## src/rtl/if_dc_skid_if.sv

```systemverilog
// if_dc_skid_if: valid/ready handshake carrying an instruction word and its next-PC
interface if_dc_skid_if #(parameter int DW = 32, parameter int PW = 32);
  logic          valid;
  logic          ready;
  logic [DW-1:0] imemload;
  logic [PW-1:0] npc;
  modport master(output valid, imemload, npc, input ready);
  modport slave(input valid, imemload, npc, output ready);
endinterface

```

## src/rtl/if_dc_skid.sv

```systemverilog
// if_dc_skid: IF->DC pipeline register with a 2-entry skid buffer and flush
module if_dc_skid #(
  parameter int DW            = 32,
  parameter int PW            = 32,
  parameter bit FLUSH_KEEP_PC = 1'b1
) (
  input  logic        CLK,
  input  logic        nRST,
  input  logic        flush,
  if_dc_skid_if.slave  fetch,
  if_dc_skid_if.master decode,
  output logic [1:0]  occupancy
);
  typedef enum logic [1:0] {EMPTY = 2'd0, ONE = 2'd1, FULL = 2'd2} state_t;
  state_t        state, state_n;
  logic [DW-1:0] main_instr, main_instr_n, skid_instr, skid_instr_n;
  logic [PW-1:0] main_npc, main_npc_n, skid_npc, skid_npc_n;
  logic          in_fire, out_fire;
  assign fetch.ready     = state != FULL;
  assign decode.valid    = state != EMPTY;
  assign decode.imemload = main_instr;
  assign decode.npc      = main_npc;
  assign occupancy       = state;
  assign in_fire         = fetch.valid & fetch.ready;
  assign out_fire        = decode.valid & decode.ready;
  // state and storage registers; reset clears everything asynchronously
  always_ff @(posedge CLK or negedge nRST) begin
    if (!nRST) begin
      state      <= EMPTY;
      main_instr <= '0;
      main_npc   <= '0;
      skid_instr <= '0;
      skid_npc   <= '0;
    end else begin
      state      <= state_n;
      main_instr <= main_instr_n;
      main_npc   <= main_npc_n;
      skid_instr <= skid_instr_n;
      skid_npc   <= skid_npc_n;
    end
  end
  // next state and storage moves; flush overrides every handshake in its cycle
  always_comb begin
    state_n      = state;
    main_instr_n = main_instr;
    main_npc_n   = main_npc;
    skid_instr_n = skid_instr;
    skid_npc_n   = skid_npc;
    if (flush) begin
      state_n      = EMPTY;
      main_instr_n = '0;
      main_npc_n   = FLUSH_KEEP_PC ? main_npc : '0;
      skid_instr_n = '0;
      skid_npc_n   = '0;
    end else begin
      unique case (state)
        EMPTY: if (in_fire) begin
          state_n      = ONE;
          main_instr_n = fetch.imemload;
          main_npc_n   = fetch.npc;
        end
        ONE: if (in_fire && !out_fire) begin
          state_n      = FULL;
          skid_instr_n = fetch.imemload;
          skid_npc_n   = fetch.npc;
        end else if (in_fire) begin
          main_instr_n = fetch.imemload;
          main_npc_n   = fetch.npc;
        end else if (out_fire) begin
          state_n = EMPTY;
        end
        FULL: if (out_fire) begin
          state_n      = ONE;
          main_instr_n = skid_instr;
          main_npc_n   = skid_npc;
        end
        default: state_n = EMPTY;
      endcase
    end
  end
endmodule

```

## src/flat_wrapper.sv

```systemverilog
// flat-port wrapper written by rule: the top's interface ports become plain ports
module if_dc_skid_flat 
#(
  parameter int DW            = 32,
  parameter int PW            = 32,
  parameter bit FLUSH_KEEP_PC = 1'b1
)
  (CLK, nRST, flush, occupancy, fetch_valid, fetch_imemload, fetch_npc, fetch_ready, decode_valid, decode_imemload, decode_npc, decode_ready);
  if_dc_skid_if #(.DW(DW), .PW(PW)) fetch_i ();
  if_dc_skid_if #(.DW(DW), .PW(PW)) decode_i ();
  input  logic CLK;
  input  logic nRST;
  input  logic flush;
  output logic [1:0] occupancy;
  input wire logic [$bits(fetch_i.valid)-1:0] fetch_valid;
  input wire logic [$bits(fetch_i.imemload)-1:0] fetch_imemload;
  input wire logic [$bits(fetch_i.npc)-1:0] fetch_npc;
  output wire logic [$bits(fetch_i.ready)-1:0] fetch_ready;
  output wire logic [$bits(decode_i.valid)-1:0] decode_valid;
  output wire logic [$bits(decode_i.imemload)-1:0] decode_imemload;
  output wire logic [$bits(decode_i.npc)-1:0] decode_npc;
  input wire logic [$bits(decode_i.ready)-1:0] decode_ready;
  assign fetch_i.valid = fetch_valid;
  assign fetch_i.imemload = fetch_imemload;
  assign fetch_i.npc = fetch_npc;
  assign fetch_ready = fetch_i.ready;
  assign decode_valid = decode_i.valid;
  assign decode_imemload = decode_i.imemload;
  assign decode_npc = decode_i.npc;
  assign decode_i.ready = decode_ready;
  if_dc_skid #(.DW(DW), .PW(PW), .FLUSH_KEEP_PC(FLUSH_KEEP_PC)) u_core (.CLK(CLK), .nRST(nRST), .flush(flush), .fetch(fetch_i), .decode(decode_i), .occupancy(occupancy));
endmodule
```

## config.mk

```make
export PLATFORM = sky130hd
export DESIGN_NAME = if_dc_skid_flat
export DESIGN_NICKNAME = d
export VERILOG_FILES = /design/src/rtl/if_dc_skid_if.sv /design/src/rtl/if_dc_skid.sv /design/src/flat_wrapper.sv
export SDC_FILE = /design/constraint.sdc
export NUM_CORES = 1
export LEC_CHECK = 0
export CORE_MARGIN = 4
export CORE_UTILIZATION = 50
export DETAILED_ROUTE_END_ITERATION = 10
export HOLD_SLACK_MARGIN = 0.05
export PLACE_DENSITY = 0.81
export SYNTH_ARGS = -nofsm -noshare
export SYNTH_HDL_FRONTEND = slang
export SYNTH_SLANG_ARGS = --single-unit
```

## constraint.sdc

```tcl
create_clock -name CLK -period 1.95 [get_ports CLK]
set_input_delay 0.39 -clock CLK [delete_from_list [all_inputs] [get_ports CLK]]
set_output_delay 0.39 -clock CLK [all_outputs]
set_load 0.05 [all_outputs]
```

==> run metrics <==
Final min period between 1500 and 2000 ps; Slew Viols, Final 0; CP Launch Type register; vias in the first global route around 4.7k; Netlist cell types 22; Vias between 4k and 5k; RSZ-0062 raised after global routing no; Worst Setup End Kind output port; H-tree depth 4; register area share after synthesis 0.575; top sig layer met4; Total Die Area ~0.013 mm^2; grt ovf 0; CTS tree yes; routed wl met2 6.94 mm; clock sink count between 100 and 150; slowest stage cell, crit path dfrtp_2; DR DRC count 0; drt total wl ~15 mm; Hold Path Class input pin to async pin; clk buf depth 2; wire per inst about 18 um; dominant cells by area after synthesis dfrtp_1 (57%), mux2_2 (13%), nand2_1 (11%); YS warnings 0; Boundary Pins 137; Worst EP arrival 1510 ps; power density cells 1010 mW/mm^2; worst setup path start u_core.occupancy[0]; drt pass-1 iters 5; net count after synthesis roughly 570; Core Footprint 0.0109 mm^2; Stages on worst setup path 3; Worst slew margin 0.665; final setup fails 0; pre-CTS WS -140 ps; max_cap viols 0; crit-path cells buf_4, or2_2, buf_4; Num CTS Buffers 17; Skew-Pair Late Insertion Delay 420 ps; Setup CP Type register to output port; CTS clk-pin slew, worst paths ~50 ps; placed cells 775; Setup crit end decode_valid; layout cells sized above 1 0.212; Final Hold Vio Count 0; cell family with most CP delay flip-flops; Synth Cell Area 0.00566 mm^2; number of port buffers 136; Starting Density 0.517; met3 wire length 1.03 mm; antenna violations before repair 0; Detail Route Antenna Nets 0; Clock Tree Root clkbuf_16; fillers 769; Peak Freq 526 MHz; first-pass GRT wire length 23.9 mm; status complete, no violations; critical path's most frequent cell buf_4; Final Wtd Congestion 0.800; CP bufs+invs 2; area grow syn2layout 38.6%; n_diodes 0; Yosys reg bits 130; post-synth top area cell dfrtp_1; Tcrit/Tclk final 0.975; pin count of the biggest net entering global routing 56; CP max stage delay between 400 and 500 ps; synthesized area per cell ~11 um^2; total track usage 0.235; FF-to-FF path depth 6; share of the synthesized area in the top cell type 0.575; Leakage 3.87 nW; register area 0.00325 mm^2; Nets approximately 730; RR Endpoint u_core.decode.npc[15]; Worst Clk Skew 3.59 ps; Crit path required time 1560 ps; die height approximately 110 um; CP max FO 4; DRT iter0 DRCs roughly 290; Setup WS post-layout 48.0 ps; fin cells 809; reg2reg setup slack approximately 140 ps; Die X around 110 um; Max VDD drop between 0.8 and 0.9 mV; Synth Instances between 500 and 600; multi-input logic area 0.00220 mm^2; Met1 Routed Length 6.33 mm; Site Rows 38; Slew @ Worst Pin approximately 500 ps; Final HPWL DP slightly below 10 mm; vias per inst ~5.6; reg-to-reg startpoint u_core.occupancy[1]
==> layer usage <==
layer  vias to the layer above  global-route usage
met1                      2246               0.311
met3                        20              0.0714
met5                         -                   0
met4                         0              0.0744
li1                       2047                   -
met2                       186               0.373
==> cell usage after synthesis <==
master / count
a21oi_1: 34
a21oi_4: 1
a22o_1: 64
a31oi_2: 1
and2b_4: 1
buf_1: 2
buf_2: 25
buf_6: 6
clkbuf_1: 4
dfrtp_1: 130
inv_1: 3
mux2_1: 1
mux2_2: 63
nand2_1: 161
nand3b_4: 1
nor2b_1: 1
nor2b_2: 1
nor3_1: 2
nor4b_1: 1
o21ai_4: 1
o21bai_1: 1
or2_2: 1
==> metrics by stage <==
step                      power (W)  hold WS (ps)  area (um^2)  utilization  TNS, ps
after global placement      0.00499           351         7310        0.669   -12020
after global routing        0.00821           490         7840        0.717        0
after CTS                   0.00798           458         7830        0.716        0
after detailed placement    0.00503           356         7310        0.669   -14770
final                       0.00790           456         7840        0.717        0
after floorplan             0.00423          94.4         5660            -        0
==> layout by cell type, fill, tap and decap left out <==
cell / instances
a21oi_1: 34
a21oi_4: 1
a22o_1: 64
a31oi_4: 1
and2b_4: 1
buf_12: 8
buf_4: 33
bufinv_16: 1
clkbuf_1: 3
clkbuf_16: 17
clkbuf_8: 7
clkdlybuf4s50_1: 67
clkinv_2: 3
dfrtp_1: 129
dfrtp_2: 1
dlygate4sd2_1: 61
dlygate4sd3_1: 1
inv_1: 2
inv_4: 1
mux2_1: 1
mux2_2: 63
nand2_1: 161
nand3b_4: 1
nor2b_1: 1
nor2b_4: 1
nor3_1: 2
nor4b_2: 1
o21ai_4: 1
o21bai_1: 1
or2_2: 1
==> worst reg2reg max path, delay by kind of cell (launching register included) <==
family | cells | cell delay, ps
compound gates | 2 | 260
mux | 1 | 370
buf+inv | 2 | 380
simple gates | 1 | 240
flops | 1 | 440
==> cells by family (layout without fill, tap and decap cells) <==
kind of cell,after synthesis,count (layout),share of synthesized area
AOI/OAI and AO/OA,102,102,0.138
buffers and inverters,40,204,0.0400
and+or+nand+nor,169,169,0.119
DFF,130,130,0.575
muxes,64,64,0.127
==> report_power, final <==
| group | leakage (nW) | switching [W] | internal, W |
|---|---|---|---|
| logic | 1.87 | 0.00115 | 0.000621 |
| clock network | 0.289 | 0.00108 | 0.00198 |
| registers | 1.70 | 0.000136 | 0.00294 |
| total | 3.87 | 0.00237 | 0.00553 |
==> final cells by class <==
type / instances / area share
repair buffers: 170 / 0.207
multi-input cells: 335 / 0.280
clock inverters: 4 / 0.00574
inverters: 3 / 0.00175
well taps: 140 / 0.0223
flip-flops and latches: 130 / 0.415
clock buffers: 27 / 0.0680
==> how the worst min path moves through the flow <==
stage	to	slack [ps]	cells after the start
finish	u_core.skid_npc[13]	460	2
global route	u_core.skid_npc[13]	490	2
CTS	u_core.skid_npc[13]	460	2
detailed placement	u_core.decode.npc[20]	360	1
global placement	u_core.skid_npc[19]	350	1
floorplan	u_core.decode.imemload[0]	90	0
==> what timing repair did <==
action / 4_1_cts / 5_1_grt
endpoints found under the hold margin: 28 / 0
endpoints found under the setup margin: 62 / 2
resized for setup: 62 / 1
buffers inserted: 0 / 2
hold buffers: 1 / 0
pin swaps: 0 / 0
==> sequential cells by signal, summed over array words and instances, names as in the netlist <==
name	count
u_core.decode.imemload	32
u_core.decode.npc	32
u_core.occupancy	2
u_core.skid_instr	32
u_core.skid_npc	32
Power figures use the tool's default switching activity.
